**config.mk**
```make
export PLATFORM = sky130hd
export DESIGN_NAME = pipelined_adder
export DESIGN_NICKNAME = d
export VERILOG_FILES = /design/src/rtl/pipelined_adder.sv
export SDC_FILE = /design/constraint.sdc
export NUM_CORES = 1
export LEC_CHECK = 0
export ABC_AREA = 0
export BUFFER_PORTS_ARGS = -buffer_cell sky130_fd_sc_hd__buf_2
export CORE_MARGIN = 5
export CORE_UTILIZATION = 53
export DETAILED_ROUTE_END_ITERATION = 10
export PLACE_DENSITY = 0.84
export SLEW_MARGIN = 0
export SYNTH_ARGS = -nofsm -noshare
export SYNTH_HDL_FRONTEND = slang
export SYNTH_SLANG_ARGS = --single-unit
```
**constraint.sdc**
```tcl
create_clock -name clk -period 9 [get_ports clk]
set_clock_uncertainty 0.05 [all_clocks]
set_input_delay 1.8 -clock clk [delete_from_list [all_inputs] [get_ports clk]]
set_output_delay 1.8 -clock clk [all_outputs]
set_load 0.01 [all_outputs]
```
**src/rtl/pipelined_adder.sv**
```systemverilog
// Segmented, carry-pipelined add/subtract. Each stage adds one SEG_WIDTH slice and
// registers its carry; operand slices not yet consumed ride along in a shrinking skew chain.

module pipelined_adder_seg #(
  parameter int W = 16
) (
  input  logic [W-1:0] a,
  input  logic [W-1:0] b,
  input  logic         cin,
  output logic [W-1:0] sum,
  output logic         cout
);
  assign {cout, sum} = {1'b0, a} + {1'b0, b} + {{W{1'b0}}, cin};
endmodule

module pipelined_adder #(
  parameter int WIDTH     = 45,
  parameter int SEG_WIDTH = 16
) (
  input  logic             clk,
  input  logic             reset,
  input  logic             in_valid,
  input  logic [WIDTH-1:0] a,
  input  logic [WIDTH-1:0] b,
  input  logic             sub,
  input  logic             cin,
  input  logic             stall,
  output logic             out_valid,
  output logic [WIDTH:0]   sum
);
  localparam int NSEG = (WIDTH + SEG_WIDTH - 1) / SEG_WIDTH;

  // B skew chain is packed triangularly: slice k holds b'[WIDTH-1 : k*SEG_WIDTH].
  function automatic int boff(input int k);
    return k * WIDTH - (SEG_WIDTH * k * (k - 1)) / 2;
  endfunction
  localparam int BTOT = boff(NSEG);

  // x_q[k]: low k segments are result, upper bits are still operand A.
  logic [NSEG:0][WIDTH-1:0] x_d, x_q;
  logic [NSEG:0]            c_d, c_q, vld_pipe;
  logic [BTOT-1:0]          b_d, b_q;

  assign x_d[0]         = a;
  assign c_d[0]         = sub | cin;
  assign b_d[WIDTH-1:0] = sub ? ~b : b;

  genvar k;
  for (k = 1; k <= NSEG; k++) begin : g_seg
    localparam int LO = (k - 1) * SEG_WIDTH;
    localparam int SW = (k == NSEG) ? WIDTH - LO : SEG_WIDTH;
    localparam int BP = boff(k - 1);
    localparam logic [WIDTH-1:0] SEG_MASK = ({WIDTH{1'b1}} >> (WIDTH - SW)) << LO;
    logic [SW-1:0] s;

    pipelined_adder_seg #(.W(SW)) u_seg (
      .a    (x_q[k-1][LO +: SW]),
      .b    (b_q[BP +: SW]),
      .cin  (c_q[k-1]),
      .sum  (s),
      .cout (c_d[k])
    );

    assign x_d[k] = (x_q[k-1] & ~SEG_MASK) | (WIDTH'(s) << LO);

    if (k < NSEG) begin : g_b
      localparam int BN = boff(k);
      localparam int BW = WIDTH - k * SEG_WIDTH;
      assign b_d[BN +: BW] = b_q[BP + SEG_WIDTH +: BW];
    end
  end

  always_ff @(posedge clk or posedge reset) begin
    if (reset) begin
      x_q      <= '0;
      c_q      <= '0;
      b_q      <= '0;
      vld_pipe <= '0;
    end else if (!stall) begin
      x_q      <= x_d;
      c_q      <= c_d;
      b_q      <= b_d;
      vld_pipe <= {vld_pipe[NSEG-1:0], in_valid};
    end
  end

  assign out_valid = vld_pipe[NSEG];
  assign sum       = {c_q[NSEG], x_q[NSEG]};
endmodule

```
==> flow_metrics.env <==
export IMPL_place_gp_congestion=0.823
export IMPL_cp_num_buf_inv=2
export IMPL_relSlewSlack=0.313
export IMPL_maxClockFrequency_mhz=285
export IMPL_cellPowerDensity_nw_per_um2=270
export IMPL_cts_inserted_buffers=28
export IMPL_yosys_most_used_dff="dfrtp_1"
export IMPL_clkPwrFrac=0.310
export IMPL_drt_wl_total_um=23300
export IMPL_cts_buffer_depth=3
export IMPL_finalCriticalPeriod_ps=3510
export IMPL_num_fill_cells=1794
export IMPL_nets=1285
export IMPL_start_util=0.534
export IMPL_ctsResizeCount=0
export IMPL_fin_area_um2=14400
export IMPL_syn_avg_cell_area_um2=12.3
export IMPL_max_cap_violations=0
export IMPL_cp_end_kind="flop"
export IMPL_ir_drop_uv=188
export IMPL_pre_cts_ws_ps=4940
export IMPL_layout_setup_ws_ps=5490
export IMPL_path_max_fanout=206
export IMPL_num_vias=7927
export IMPL_synth_nets=1155
export IMPL_wl_per_cell_um=15.8
export IMPL_yosysWarnings=0
export IMPL_die_area_um2=26700
export IMPL_die_height_um=163
export IMPL_tightestPinTransition_ps=1030
export IMPL_swShare=0.289
export IMPL_timing_final_crit_share=0.390
export IMPL_setup_violations=0
export IMPL_dpl_instance_area_um2=13400
export IMPL_antenna_found_initial=0
export IMPL_placed_cells=1430
export IMPL_p_leak_nw=6.55
export IMPL_arrival_ps=3860
export IMPL_drt_initial_drc_count=668
export IMPL_crit_required_ps=9360
export IMPL_internal_power_mw=2.77
export IMPL_fin_cells=1480
export IMPL_grt_pass1_vias=8231
export IMPL_outcome="finished clean"
export IMPL_ant_nets=0
export IMPL_area_delta_synth_final_pct=15.8
export IMPL_path_delay_family="buffers and inverters"
export IMPL_insertedDiodeCount=0
export IMPL_hold_path_class="flop to flop"
export IMPL_grt_pass1_wl_um=39700
export IMPL_clk_pin_slew_ps=60
export IMPL_slowest_delay_ps=690
export IMPL_cts_tree="done"
export IMPL_final_hold_violation_count=0
export IMPL_fin_setup_tns_ps=0
export IMPL_rsz0062_at_grt="no"
export IMPL_pwr_share_comb=0.250
export IMPL_hold_buffers=0
export IMPL_via_per_inst=5.36
export IMPL_dr_pass1_iters=5
export IMPL_cp_slowest_cell="buf_12"
export IMPL_synthCells=1011
export IMPL_numPortBuffers=142
export IMPL_hpwl_um=15600
export IMPL_synth_edf_count=0
export IMPL_finalPower_mw=3.90
export IMPL_clockRootBuffer="clkbuf_16"
export IMPL_seq_area_um2=6880
export IMPL_power_frac_seq=0.440
export IMPL_ys_ff_latch=275
export IMPL_globalRouteOverflowTotal=0
export IMPL_insertion_delay_ps=530
export IMPL_crit_type="input port to flop"
export IMPL_drc=0
export IMPL_yosysSeqAreaShare=0.553
export IMPL_multi_input_area_um2=5290
export IMPL_coreArea_um2=23300
export IMPL_p_sw_mw=1.13
export IMPL_worst_setup_path_start_kind="input port"
export IMPL_clock_sinks=275
export IMPL_die_x_um=163
export IMPL_gr_usage_all_layers=0.177
export IMPL_yosysUniqueCellTypes=50
export IMPL_postCtsSetupBuffers=0
export IMPL_h_tree_depth=1
export IMPL_ys_async_sr_fraction=1.00
export IMPL_io_pins=143
export IMPL_grt_max_degree=207
export IMPL_timing_critical_path_cells="buf_8, buf_12, nand2b_1, o21ai_0, a211o_1"
export IMPL_drive_above_1_share=0.335
export IMPL_final_max_slew_viol_count=0
export IMPL_row_count=56
export IMPL_syn_area_um2=12500
## per-stage QoR
step	hold WS, ps	utilization
after global placement	410	0.576
after detailed placement	418	0.576
final	430	0.618
after CTS	432	0.618
after global routing	457	0.618
after floorplan	393	-
## cells in the final DEF (no fill, tap or decap), drive strengths merged, types with 2 or more instances in the layout
cell / Yosys / final
dfrtp: 275 / 275
mux2: 188 / 188
buf: 19 / 148
nand2: 101 / 101
o21ai: 94 / 94
xnor2: 59 / 59
clkbuf: 29 / 43
ha: 42 / 42
a21oi: 35 / 35
nor2: 27 / 27
inv: 22 / 21
xor2: 17 / 17
a21o: 12 / 12
nand3: 10 / 10
a211oi: 8 / 8
nor3: 6 / 6
nand2b: 6 / 6
fa: 6 / 6
o21a: 4 / 4
nor2b: 4 / 4
a31oi: 4 / 4
a221oi: 4 / 4
a211o: 3 / 3
o22ai: 3 / 3
o211ai: 3 / 3
o21bai: 3 / 3
bufinv: 0 / 3
clkinv: 0 / 3
nor4b: 2 / 2
a21bo: 2 / 2
mux2i: 2 / 2
a2111oi: 2 / 2
nand4: 2 / 2
clkinvlp: 0 / 2
o41ai: 2 / 2
o31ai: 2 / 2
and4b: 2 / 2
## synthesized netlist by cell type, types with 6 or more instances
cell type / count / area share
ha_1: 42 / 0.042
dfrtp_1: 275 / 0.55
xor2_1: 17 / 0.012
nand2b_1: 6 / 0.0030
nor3_1: 6 / 0.0024
inv_1: 22 / 0.0066
xnor2_1: 59 / 0.041
nand2_1: 101 / 0.030
a21oi_1: 35 / 0.014
mux2_2: 188 / 0.17
nand3_1: 10 / 0.0040
fa_1: 6 / 0.0096
buf_2: 15 / 0.0060
o21ai_0: 93 / 0.037
a211oi_1: 8 / 0.0048
nor2_1: 27 / 0.0081
a21o_1: 12 / 0.0072
clkbuf_1: 29 / 0.0087
## layout make-up
| type | instances | area share |
|---|---|---|
| clock buffer | 43 | 0.0609 |
| multi-input combinational | 666 | 0.367 |
| timing repair buffer | 148 | 0.0540 |
| tap | 319 | 0.0277 |
| clock inverter | 7 | 0.00781 |
| sequential | 275 | 0.477 |
| inverter | 22 | 0.00598 |
## power groups by stage
stage	clock network [mW]	registers [mW]	logic, mW
5_1_grt	1.29	1.75	1.09
2_1_floorplan	0	1.73	0.666
3_5_place_dp	0	1.73	0.978
4_1_cts	1.23	1.72	0.988
3_3_place_gp	0	1.72	0.940
6_report	1.21	1.72	0.975
## flip-flops by register name (all words and copies together), names as in the netlist
| signal | count |
|---|---|
| b_q | 87 |
| c_q | 4 |
| sum | 45 |
| vld_pipe | 4 |
| x_q | 135 |
## path summary, 6_finish.rpt
path | slack [ps] | startpoint | cells after the start | endpoint
worst max register to register | 6370 | b_q[0] | 9 | x_q[57]
worst min register to register | 430 | b_q[41] | 2 | b_q[41]
max in group asynchronous | 5600 | reset | 4 | b_q[14]
worst min-delay path | 430 | b_q[41] | 2 | b_q[41]
worst max-delay path | 5490 | stall | 5 | x_q[59]
min in group asynchronous | 1300 | reset | 2 | x_q[34]
## cell families after synthesis
group / Yosys count / share of synthesized area
compound gates: 189 / 0.0915
fa+ha+maj: 48 / 0.0518
mux: 190 / 0.172
xor+xnor: 76 / 0.0535
simple gates: 163 / 0.0563
flops: 275 / 0.553
buf+inv: 70 / 0.0226
## worst min-delay path, cell delays in order (launching register included)
cell     delay [ps]
dfrtp_1         340
nand2_1          50
o21ai_0          60
## routing by layer
layer	vias up	part of all wire	wire length (µm)	GRT usage
met5	-	0	0	0
met1	3899	0.44	10200	0.239
met3	43	0.045	1060	0.0283
li1	3816	-	-	-
met4	0	0.026	612	0.0515
met2	169	0.49	11500	0.300
Note: power is estimated with default switching activity, not from simulation.
